## src/rtl/sum_gather_pkg.sv

```systemverilog
// Shared types, default sizes and helpers for the N-core partial-sum aggregator.
package sum_gather_pkg;

  typedef enum logic [1:0] {
    START   = 2'd0,
    COLLECT = 2'd1,
    ADD     = 2'd2,
    OUT     = 2'd3
  } state_e;

  function automatic int clog2(input int value);
    int r;
    r = 0;
    for (int i = 0; i < 31; i++) begin
      if ((1 << i) < value) r = i + 1;
    end
    return r;
  endfunction

  localparam int NCORE_DEF  = 4;
  localparam int SUM_BW_DEF = 18;
  localparam int OUT_BW_DEF = SUM_BW_DEF + clog2(NCORE_DEF) + 1;
  localparam int IDX_BW     = (clog2(NCORE_DEF) < 1) ? 1 : clog2(NCORE_DEF);

  // Extends the low `width` bits of value to 64 bits; callers truncate to OUT_BW.
  function automatic logic [63:0] ext_sum(input logic [63:0] value, input int width,
                                          input logic signed_flag);
    logic [63:0] keep;
    logic        fill;
    keep = ~(64'hFFFF_FFFF_FFFF_FFFF << width);
    fill = signed_flag & value[6'(width - 1)];
    return (value & keep) | (fill ? ~keep : 64'd0);
  endfunction

endpackage

```

## src/rtl/sum_gather_slot.sv

```systemverilog
// One core's capture slot: holds the sum, a captured flag and a one-cycle ack pulse.
module sum_gather_slot
  import sum_gather_pkg::*;
#(
  parameter int SUM_BW = SUM_BW_DEF
) (
  input  logic              clk,
  input  logic              reset,
  input  logic              clear,
  input  logic              enable,
  input  logic              req,
  input  logic [SUM_BW-1:0] data,
  output logic              captured,
  output logic              ack,
  output logic [SUM_BW-1:0] held
);

  logic              captured_q, captured_d;
  logic              ack_q, ack_d;
  logic [SUM_BW-1:0] data_q, data_d;
  logic              capture;

  assign capture = enable & req & ~captured_q;

  always_comb begin
    captured_d = captured_q;
    ack_d      = capture;
    data_d     = data_q;
    if (clear) begin
      captured_d = 1'b0;
    end else if (capture) begin
      captured_d = 1'b1;
      data_d     = data;
    end
  end

  always_ff @(posedge clk) begin
    if (!reset) begin
      captured_q <= 1'b0;
      ack_q      <= 1'b0;
      data_q     <= '0;
    end else begin
      captured_q <= captured_d;
      ack_q      <= ack_d;
      data_q     <= data_d;
    end
  end

  assign captured = captured_q;
  assign ack      = ack_q;
  assign held     = data_q;

endmodule

```

## src/rtl/sum_gather.sv

```systemverilog
// N-core partial-sum aggregator: collect per-core sums, add them serially,
// then hand the width-extended total downstream under valid/ready.
module sum_gather
  import sum_gather_pkg::*;
#(
  parameter int NCORE  = NCORE_DEF,
  parameter int SUM_BW = SUM_BW_DEF,
  parameter int OUT_BW = SUM_BW + $clog2(NCORE) + 1
) (
  input  logic                    clk,
  input  logic                    reset,
  input  logic [NCORE-1:0]        core_mask,
  input  logic                    is_signed,
  input  logic [NCORE-1:0]        req_in,
  input  logic [NCORE*SUM_BW-1:0] sum_in,
  output logic [NCORE-1:0]        ack_out,
  output logic [OUT_BW-1:0]       sum_out,
  output logic                    sum_valid,
  input  logic                    sum_ready,
  output logic [7:0]              round_cnt
);

  localparam int IDX_W = (clog2(NCORE) < 1) ? 1 : clog2(NCORE);

  state_e             state_q, state_d;
  logic [NCORE-1:0]   mask_q, mask_d;
  logic               sgn_q, sgn_d;
  logic [OUT_BW-1:0]  acc_q, acc_d;
  logic [IDX_W-1:0]   idx_q, idx_d;
  logic [OUT_BW-1:0]  sum_out_q, sum_out_d;
  logic               sum_valid_q, sum_valid_d;
  logic [7:0]         round_cnt_q, round_cnt_d;

  logic [NCORE-1:0]   captured;
  logic [NCORE-1:0]   collect_en;
  logic               slot_clear;
  logic               all_done;
  logic [SUM_BW-1:0]  slot_data [NCORE];
  logic [OUT_BW-1:0]  add_term;

  assign slot_clear = (state_q == START);
  assign collect_en = {NCORE{state_q == COLLECT}} & mask_q;
  assign all_done   = &(captured | ~mask_q);
  assign add_term   = OUT_BW'(ext_sum(64'(slot_data[idx_q]), SUM_BW, sgn_q));

  for (genvar g = 0; g < NCORE; g++) begin : g_slot
    sum_gather_slot #(.SUM_BW(SUM_BW)) u_slot (
      .clk      (clk),
      .reset    (reset),
      .clear    (slot_clear),
      .enable   (collect_en[g]),
      .req      (req_in[g]),
      .data     (sum_in[g*SUM_BW +: SUM_BW]),
      .captured (captured[g]),
      .ack      (ack_out[g]),
      .held     (slot_data[g])
    );
  end

  always_comb begin
    state_d     = state_q;
    mask_d      = mask_q;
    sgn_d       = sgn_q;
    acc_d       = acc_q;
    idx_d       = idx_q;
    sum_out_d   = sum_out_q;
    sum_valid_d = sum_valid_q;
    round_cnt_d = round_cnt_q;
    case (state_q)
      START: begin
        mask_d  = core_mask;
        sgn_d   = is_signed;
        acc_d   = '0;
        idx_d   = '0;
        state_d = COLLECT;
      end
      COLLECT: begin
        if (all_done) state_d = ADD;
      end
      ADD: begin
        if (mask_q[idx_q]) acc_d = acc_q + add_term;
        // The final addition lands directly in the output register.
        if (idx_q == IDX_W'(NCORE - 1)) begin
          state_d     = OUT;
          sum_out_d   = acc_d;
          sum_valid_d = 1'b1;
        end else begin
          idx_d = idx_q + 1'b1;
        end
      end
      OUT: begin
        if (sum_valid_q && sum_ready) begin
          sum_valid_d = 1'b0;
          round_cnt_d = round_cnt_q + 8'd1;
          state_d     = START;
        end
      end
      default: state_d = START;
    endcase
  end

  always_ff @(posedge clk) begin
    if (!reset) begin
      state_q     <= START;
      mask_q      <= '0;
      sgn_q       <= 1'b0;
      acc_q       <= '0;
      idx_q       <= '0;
      sum_out_q   <= '0;
      sum_valid_q <= 1'b0;
      round_cnt_q <= '0;
    end else begin
      state_q     <= state_d;
      mask_q      <= mask_d;
      sgn_q       <= sgn_d;
      acc_q       <= acc_d;
      idx_q       <= idx_d;
      sum_out_q   <= sum_out_d;
      sum_valid_q <= sum_valid_d;
      round_cnt_q <= round_cnt_d;
    end
  end

  assign sum_out   = sum_out_q;
  assign sum_valid = sum_valid_q;
  assign round_cnt = round_cnt_q;

endmodule

```

## config.mk

```make
export PLATFORM = sky130hd
export DESIGN_NAME = sum_gather
export DESIGN_NICKNAME = d
export VERILOG_FILES = /design/src/rtl/sum_gather_pkg.sv /design/src/rtl/sum_gather_slot.sv /design/src/rtl/sum_gather.sv
export SDC_FILE = /design/constraint.sdc
export NUM_CORES = 1
export LEC_CHECK = 0
export CAP_MARGIN = 25
export CORE_MARGIN = 8
export CORE_UTILIZATION = 45
export CTS_BUF_LIST = sky130_fd_sc_hd__clkbuf_4
export DETAILED_ROUTE_END_ITERATION = 6
export GPL_ROUTABILITY_DRIVEN = 0
export PLACE_DENSITY_LB_ADDON = 0.3
export SKIP_CTS_REPAIR_TIMING = 1
export SYNTH_ARGS = -nofsm -noshare
export SYNTH_HDL_FRONTEND = slang
export SYNTH_SLANG_ARGS = --single-unit
```

## constraint.sdc

```tcl
create_clock -name clk -period 3.31 [get_ports clk]
set_clock_uncertainty 0.1 [all_clocks]
set_input_delay 0.331 -clock clk [delete_from_list [all_inputs] [get_ports clk]]
set_output_delay 0.331 -clock clk [all_outputs]
set_load 0.02 [all_outputs]
```

# [Word level (Yosys, flattened, before mapping)]
# Index checks and enable logic that the tools add are counted.
[op_classes] addsub=3 n_lt_le_gt_ge=2 n_eq_ne=8 mux=17 bitwise=20 reduce_logical=15
[op_table] op="two-way mux 21 bit" count=2
[op_table] op="one-hot mux 21 bit (2 select lines)" count=1
[op_table] op="binary-select mux 18 bit (select 2 bit)" count=1
[op_table] op="two-way mux 18 bit" count=2
[op_table] op="adder 21 bit" count=1
[op_table] op="OR 18 x 21 -> 21 bit" count=1
[op_table] op="AND reduction 2 bit" count=7
[op_table] op="AND 1 bit" count=9
[op_table] op="adder 8 x 1 -> 8 bit, second input constant" count=1
[op_table] op="two-way mux 2 bit" count=4
[op_table] op="inequality test 2 bit, second input constant" count=4
[op_table] op="one-hot mux 2 bit (4 select lines)" count=1
[op_table] op="equality test 2 bit, second input constant" count=3
[op_table] op="inverter 1 bit" count=6
[op_table] op="AND reduction 3 bit" count=2
[op_table] op="AND 4 bit" count=1
[op_table] op="inverter 4 bit" count=1
[op_table] op="OR 4 bit" count=1
[op_table] op="one-hot mux 2 bit (2 select lines)" count=1
[op_table] op="AND reduction 4 bit" count=1
[op_table] op="nonzero test 2 bit" count=2
[op_table] op="greater-or-equal comparator 3 bit, second input constant" count=1
[op_table] op="less-than comparator 2 x 3 -> 1 bit, second input constant" count=1
[op_table] op="two-way mux 1 bit" count=3
[op_table] op="other kinds (8)" count=8
[word_totals] register_bits=140 inputBits=84 output_inout_bits=34 wordCells=85

# [Longest topological paths before layout]
# Gate-level depths: netlist (run 1).
[logic_depth] word_depth=10 depth_mapped=12

# [Modules after synthesis]
# A second synthesis (run 1) with hierarchy kept.
[unflattened] hier_cells=840 area_unflattened_um2=7444.6
[modules_own_cells] module="sum_gather" n_inst=1 cells_each=504 area_per_inst_um2=4246.6 seq_area_each_um2=1201.2
[modules_own_cells] module="sum_gather_slot" n_inst=4 cells_each=84 area_per_inst_um2=799.5 seq_area_each_um2=400.4

# [Least setup slack after synthesis (run 1)]
# Ideal clock, no wire load.
[synth_timing] path_kind="register -> register" from="register idx_q[1]" to="register acc_q[20]" setup_time_ns=0.074 t_arrival_ns=3.248 path_slack_ns=-0.112 path_stages_with_launch=13 path_buffers=3 synth_period_minus_slack_ns=3.422 cell_sequence="dfxtp_1 -> buf_2 -> buf_2 -> mux4_2 -> ha_1 -> clkbuf_1 -> a211oi_1 -> a21boi_1 -> or2_1 -> a21oi_1 -> o211ai_1 -> or3b_1 -> a31oi_1"
[synth_between] elab_chain_cells=10 elab_cells_between_ends=12 classes_between="add/sub (1); mux (8); bitwise (3)"
[synth_rtl] element="from (decl)" line_no="sum_gather.sv:29" rtl="logic [IDX_W-1:0] idx_q, idx_d;"
[synth_rtl] element="from (signal assigned)" line_no="sum_gather.sv:117" rtl="idx_q <= idx_d;"
[synth_rtl] element="inverter 2 -> 3 bit (implied by the code)" line_no="sum_gather.sv:44" rtl="assign add_term = OUT_BW'(ext_sum(64'(slot_data[idx_q]), SUM_BW, sgn_q));"
[synth_rtl] element="binary-select mux 18 bit (select 2 bit)" line_no="sum_gather.sv:44"
[synth_rtl] element="two-way mux 18 bit (implied by the code) (2 in series)" line_no="sum_gather.sv:44"
[synth_rtl] element="AND 1 bit" line_no="sum_gather_pkg.sv:31" rtl="fill = signed_flag & value[6'(width - 1)];"
[synth_rtl] element="two-way mux 21 bit" line_no="sum_gather_pkg.sv:32" rtl="return (value & keep) | (fill ? ~keep : 64'd0);"
[synth_rtl] element="OR 18 x 21 -> 21 bit" line_no="sum_gather_pkg.sv:32"
[synth_rtl] element="adder 21 bit" line_no="sum_gather.sv:81" rtl="if (mask_q[idx_q]) acc_d = acc_q + add_term;"
[synth_rtl] element="two-way mux 21 bit *" line_no="sum_gather.sv:81"
[synth_rtl] element="one-hot mux 21 bit (2 select lines) *" line_no="sum_gather.sv:69" rtl="case (state_q)"
[synth_rtl] element="to (signal assigned)" line_no="sum_gather.sv:107" rtl="acc_q <= '0;"
[synth_rtl] element="to (signal assigned)" line_no="sum_gather.sv:116" rtl="acc_q <= acc_d;"
[synth_rtl] element="to (decl)" line_no="sum_gather.sv:28" rtl="logic [OUT_BW-1:0] acc_q, acc_d;"
# Every way passes the cells marked *; elsewhere a longest branch is shown, timed or not. The select of a mux whose other input is x is not followed.
# A chain may end at the register's enable or synchronous reset.

# [Worst setup path after layout (run 1)]
# Ends and elaborated chain as after synthesis.

==> results of run 1 <==
flip-flops by register name, indices dropped and copies added, names as in the netlist:
name                    count
acc_q                      21
g_slot.u_slot.ack           4
g_slot.u_slot.captured      4
g_slot.u_slot.held         72
idx_q                       2
mask_q                      4
round_cnt                   8
sgn_q                       1
state_q                     2
sum_out                    21
sum_valid                   1
power groups by stage:
| stage | sequential [W] | clock, W | combinational [W] |
|---|---|---|---|
| final | 0.00179 | 0.00110 | 0.000745 |
| after global routing | 0.00180 | 0.00119 | 0.000814 |
| after CTS | 0.00179 | 0.00112 | 0.000740 |
| after detailed placement | 0.00183 | 0 | 0.000737 |
| after global placement | 0.00182 | 0 | 0.000728 |
| after floorplan | 0.00181 | 0 | 0.000476 |
per-stage QoR:
stage	std cells	worst slack, ns	total power [W]	hold slack, ns
floorplan	824	0.06909	0.002288	0.3331
global placement	1097	0.1046	0.002553	0.3399
detailed placement	1097	-0.002980	0.002564	0.3467
CTS	1129	-0.04828	0.003647	0.1632
global route	1134	-0.04023	0.003798	0.1798
finish	1134	0.1319	0.003636	0.1969
synth_stat cells (all sizes together), types with 3 or more instances:
| cell type | instances |
|---|---|
| o211ai | 6 |
| mux4 | 18 |
| a31oi | 15 |
| o21a | 4 |
| a211oi | 6 |
| xor2 | 13 |
| mux2i | 11 |
| a21o | 10 |
| o22ai | 3 |
| nand4 | 4 |
| nor2 | 52 |
| nand3 | 15 |
| and4 | 3 |
| o21ai | 27 |
| buf | 11 |
| nor3b | 4 |
| and2 | 3 |
| nand2 | 195 |
| or3 | 8 |
| dfxtp | 140 |
| a21boi | 4 |
| o211a | 3 |
| ha | 26 |
| nor3 | 16 |
| xnor2 | 7 |
| nand2b | 7 |
| inv | 14 |
| and3 | 6 |
| a211o | 4 |
| a21oi | 115 |
| clkbuf | 42 |
worst max-delay path, cell delays in order (launching register included):
cell and delay, ns:
dfxtp_4 0.42, buf_12 0.16, mux4_2 0.55, nand2_2 0.12, inv_1 0.06, ha_1 0.33
o21a_1 0.22, a21oi_2 0.20, a21oi_2 0.08, a211oi_2 0.19, o211ai_1 0.16, or3b_1 0.40
a31oi_1 0.12
metal layers:
layer  vias up  routed length, µm
met4         0                252
li1       3102                  -
met2       177               8447
met5         -                  0
met1      2865               8978
met3        20               1151
cell families after synthesis:
group	Yosys count	share of synthesized area, %
and+or+nand+nor	323	20.67
xor gates and xnor gates	20	2.568
AOI/OAI and AO/OA	216	18.87
muxes	30	7.722
DFF	140	41.09
adders and majority gates	27	5.062
buffers and inverters	68	4.017
layout make-up:
| class | count | area [µm²] | share of cell area (%) |
|---|---|---|---|
| Clock inverter | 12 | 122.6 | 1.433 |
| Clock buffer | 20 | 150.1 | 1.755 |
| Antenna cell | 1 | 2.502 | 0.02925 |
| Timing Repair Buffer | 142 | 1414 | 16.53 |
| Sequential cell | 140 | 2806 | 32.81 |
| Inverter | 15 | 57.56 | 0.6728 |
| Tap cell | 188 | 235.2 | 2.750 |
| Multi-Input combinational cell | 616 | 3766 | 44.03 |
worst paths after layout:
path | from | endpoint | slack, ns | cells past startpoint
min reg2reg | g_slot[1].u_slot.held[11] | g_slot[1].u_slot.held[11] | 0.36 | 2
max reg2reg | idx_q[1] | acc_q[20] | 0.13 | 12
max | idx_q[1] | acc_q[20] | 0.13 | 12
min | sum_in[15] | g_slot[0].u_slot.held[15] | 0.20 | 3
==> impl_results.md, run 1 <==
* Status: finished clean
* FFs w/ async S/R, synth at 0%
* Site Rows at 45
* Core area at 15030 µm²
* Avg Vias per Cell at 5.436
* DR vias at 6164
* CTS buffer count at 17
* Routed WL per cell at 16.60 µm
* Largest net degree at the start of global routing at 58
* Mean Syn Cell Area at 8.279 µm²
* Clock Latency Late Sink at 0.57 ns
* Clk pwr share at 30.3%
* Syn. warnings at 0
* Num Clock Sinks at 140
* Synth Net Count at 935
* Drt first pass iters at 5
* I/O pin total at 118
* Fillers at 1412
* Crit path capture type: register
* Clk buf depth at 2
* CP Class: register to register
* Max Slew Vio Count at 0
* Vias in the first global route at 5893
* Power share of the combinational group at 20.5%
* Share of cells above drive strength 1 at 9.841%
* Leak Pwr at 3.094 nW
* Drt total wl at 18830 µm
* Synth top area cells: dfxtp_1, nand2_1, a21oi_1
* Synth-to-layout area growth at 25.40%
* VDD IR-drop max at 0.2085 mV
* Max transition margin at 50.22%
* Final Util at 56.90%
* Setup violations, final at 0
* Post-DP HPWL at 13780 µm
* Post-layout min period at 3.178 ns
* Die Ht at 139.1 µm
* Starting DRT DRC Count at 441
* Setup TNS Final at 0 ns
* RSZ-0062 raised after global routing: yes
* Main synth FF type: dfxtp_1
* Sequential area share after synthesis at 41.09%
* Worst EP required at 3.70 ns
* Startpoint Class: register
* Die footprint at 19350 µm²
* Met3 usage at 4.544%
* Nets@finish at 1043
* Power density over cell area at 425.1 nW/µm²
* Cell type with the largest total area after synthesis: dfxtp_1
* Final Instance Area at 8554 µm²
* Critical path peak fanout at 10
* Commonest non-fill, non-tap cell in the layout: nand2_1
* Fmax at 314.7 MHz
* Most frequent cells in the layout: nand2_1, dfxtp_1, clkdlybuf4s50_1
* Top Usage Layer GRT: met2
* Hold Vio Cnt, Final at 0
* Worst-path clk slew at 0.13 ns
* Post-synth top area share at 41.09%
* Worst-margin pin slew at 0.7468 ns
* Synth Register Bits at 140
* Die span in x at 139.1 µm
* Sw frac at 31.03%
* Seq pwr share at 49.2%
* First-pass GRT wire length at 30250 µm
* Total of max-cap violations at 0
* Effective utilization at floorplan at 45.38%
* Psw at 0.001128 W
* CTS Root Cell: clkbuf_4
* Hold crit path type: input port to register
* Post-synthesis instance area at 6822 µm²
* Post-route ant nets at 0
* Met1 Use GR at 25.92%
* Placed Area at 8207 µm²
* Remaining DRCs at 0
* Final period util at 96.02%
* Arrival time at the worst endpoint at 3.57 ns
* # port buffers at 117
* Met2 GRT Util at 30.19%
* Yosys cell types at 61
* Total grt overflow at 0
* CTS tree: yes
* Initial antenna violation count at 1
* Post-Synthesis Cells at 824
* Total GRT Usage at 19.29%
* Power Internal at 0.002508 W
* H-tree levels at 4
* Post-synth EDFFs at 0
Power figures use the tool's default switching activity.
==> inputs of run 2 (changes only) <==
- CTS_BUF_LIST: sky130_fd_sc_hd__clkbuf_4 -> sky130_fd_sc_hd__clkbuf_8
- clock period: 3.31 -> 2.6 ns (I/O delays scaled with it)
==> impl_results.md, run 2 (same netlist as run 1, synthesis figures left out) <==
* CP Class: register to register (unchanged)
* CTS tree: yes (unchanged)
* Worst hold start: sum_in[13] (was sum_in[15])
* Setup violations, final at 34 (was 0)
* CTS buffer count at 17 (unchanged)
* Max Slew Vio Count at 0 (unchanged)
* Failing checks: negative setup slack
* Final period util at 119.8% (was 96.02%)
* Met1 Use GR at 26.40% (was 25.92%)
* Worst EP required at 2.85 ns (was 3.70 ns)
* Hold crit path type: input port to register (unchanged)
* Fillers at 1305 (was 1412)
* Routed WL per cell at 17.18 µm (was 16.60 µm)
* Cell depth of the worst min-delay path at 3 (unchanged)
* Total grt overflow at 0 (unchanged)
* Drt total wl at 20380 µm (was 18830 µm)
* Clock Latency Late Sink at 0.47 ns (was 0.57 ns)
* VDD IR-drop max at 0.3806 mV (was 0.2085 mV)
* Max reg flops at 72 (unchanged)
* I/O pin total at 118 (unchanged)
* Critical path peak fanout at 6 (was 10)
* Worst reg2reg endpoint: sum_out[20] (was acc_q[20])
* Worst-margin pin slew at 0.7617 ns (was 0.7468 ns)
* CTS Root Cell: clkbuf_8 (was clkbuf_4)
* Remaining DRCs at 0 (unchanged)
* Initial antenna violation count at 0 (was 1)
* Hold Vio Cnt, Final at 0 (unchanged)
* Drt first pass iters at 7 (was 5)
* Post-placement setup slack at -0.4293 ns (was -0.002980 ns)
* Avg Vias per Cell at 5.529 (was 5.436)
* Hold EP: g_slot[0].u_slot.held[13] (was g_slot[0].u_slot.held[15])
* Effective utilization at floorplan at 45.38% (unchanged)
* Arrival time at the worst endpoint at 3.36 ns (was 3.57 ns)
* Startpoint Class: register (unchanged)
* Reg2reg path depth at 13 (was 12)
* Vias in the first global route at 6296 (was 5893)
* Die footprint at 19350 µm² (unchanged)
* Final Util at 63.20% (was 56.90%)
* Site Rows at 45 (unchanged)
* Placed Area at 8747 µm² (was 8207 µm²)
* Synth-to-layout area growth at 39.27% (was 25.40%)
* Die Ht at 139.1 µm (unchanged)
* Fmax at 321.2 MHz (was 314.7 MHz)
* Starting DRT DRC Count at 436 (was 441)
* Nets@finish at 1096 (was 1043)
* Area of the multi-input gates at 4136 µm² (was 3766 µm²)
* R2R Setup Slk at -0.51 ns (was 0.13 ns)
* Status: finished, violations left (was finished clean)
* RSZ-0062 raised after global routing: yes (unchanged)
* Final worst slack at -0.5137 ns (was 0.1319 ns)
* Share of cells above drive strength 1 at 19.24% (was 9.841%)
* Total area of sequential cells at 2806 µm² (unchanged)
* Post-route ant nets at 0 (unchanged)
* Post-layout min period at 3.114 ns (was 3.178 ns)
* Worst-path clk slew at 0.08 ns (was 0.13 ns)
* H-tree levels at 4 (unchanged)
* Num Clock Sinks at 140 (unchanged)
* Post-DP HPWL at 14680 µm (was 13780 µm)
* Total of max-cap violations at 0 (unchanged)
* Crit path capture type: register (unchanged)
* Total GRT Usage at 20.52% (was 19.29%)
* DR vias at 6557 (was 6164)
* Die span in x at 139.1 µm (unchanged)
* Max transition margin at 49.22% (was 50.22%)
* Clk buf depth at 2 (unchanged)
* Top Usage Layer GRT: met2 (unchanged)
* Met3 usage at 5.164% (was 4.544%)
* Leak Pwr at 3.442 nW (was 3.094 nW)
* ANT cells at 0 (was 1)
* Power density over cell area at 542.0 nW/µm² (was 425.1 nW/µm²)
* First-pass GRT wire length at 32050 µm (was 30250 µm)
* Met2 GRT Util at 33.20% (was 30.19%)
* Final Instance Area at 9500 µm² (was 8554 µm²)
* Core area at 15030 µm² (unchanged)
* Most frequent cells in the layout: nand2_1, dfxtp_1, clkdlybuf4s50_1 (unchanged)
* Largest net degree at the start of global routing at 93 (was 58)
* Worst r2r src: idx_q[1] (unchanged)
* # port buffers at 117 (unchanged)
* Commonest non-fill, non-tap cell in the layout: nand2_1 (unchanged)
==> run 2: critical path, stage by stage (launching register included) <==
cell      delay [ns]
dfxtp_4         0.37
buf_8           0.14
mux4_2          0.42
ha_4            0.17
inv_2           0.04
fa_2            0.34
nand2b_4        0.15
a21o_1          0.22
a31o_4          0.27
a211o_1         0.26
o211ai_1        0.15
buf_4           0.17
xor2_1          0.14
a211oi_1        0.08
==> run 2: layer usage <==
metal | wire [µm] | vias to the layer above
met5 | 0 | -
met4 | 326 | 0
met3 | 1115 | 32
met2 | 9679 | 180
met1 | 9257 | 3137
li1 | - | 3208
==> run 2: power by group <==
part           leakage, nW  internal (W)  switching (W)
sequential            1.13       0.00221      0.0000619
clock                0.208      0.000909       0.000884
combinational         2.10      0.000451       0.000631
==> run 2: worst max-delay path by stage <==
| stage | cells past startpoint | start | endpoint | slack (ns) |
|---|---|---|---|---|
| floorplan | 12 | idx_q[1] | acc_q[20] | -0.33 |
| global placement | 9 | idx_q[1] | acc_q[20] | -0.37 |
| detailed placement | 11 | idx_q[1] | acc_q[20] | -0.43 |
| CTS | 9 | idx_q[1] | sum_out[19] | -0.45 |
| global route | 12 | idx_q[1] | acc_q[20] | -0.58 |
| finish | 13 | idx_q[1] | sum_out[20] | -0.51 |
==> run 2: cell type report <==
type	instances	area share (%)
Sequential cell	140	29.54
Clock inverter	13	1.462
Multi-Input combinational cell	616	43.54
Timing Repair Buffer	195	19.62
Clock buffer	19	2.753
Inverter	15	0.6058
Tap cell	188	2.476
==> run 2: metrics by stage <==
step | setup TNS, ns | cells | total power [W] | hold WS, ns
2_1_floorplan | -3.080 | 824 | 0.002924 | 0.2960
3_3_place_gp | -8.377 | 1144 | 0.003356 | 0.3402
3_5_place_dp | -9.345 | 1144 | 0.003365 | 0.3451
4_1_cts | -10.29 | 1176 | 0.005144 | 0.2250
5_1_grt | -12.50 | 1186 | 0.005362 | 0.2337
6_report | -9.675 | 1186 | 0.005150 | 0.2341
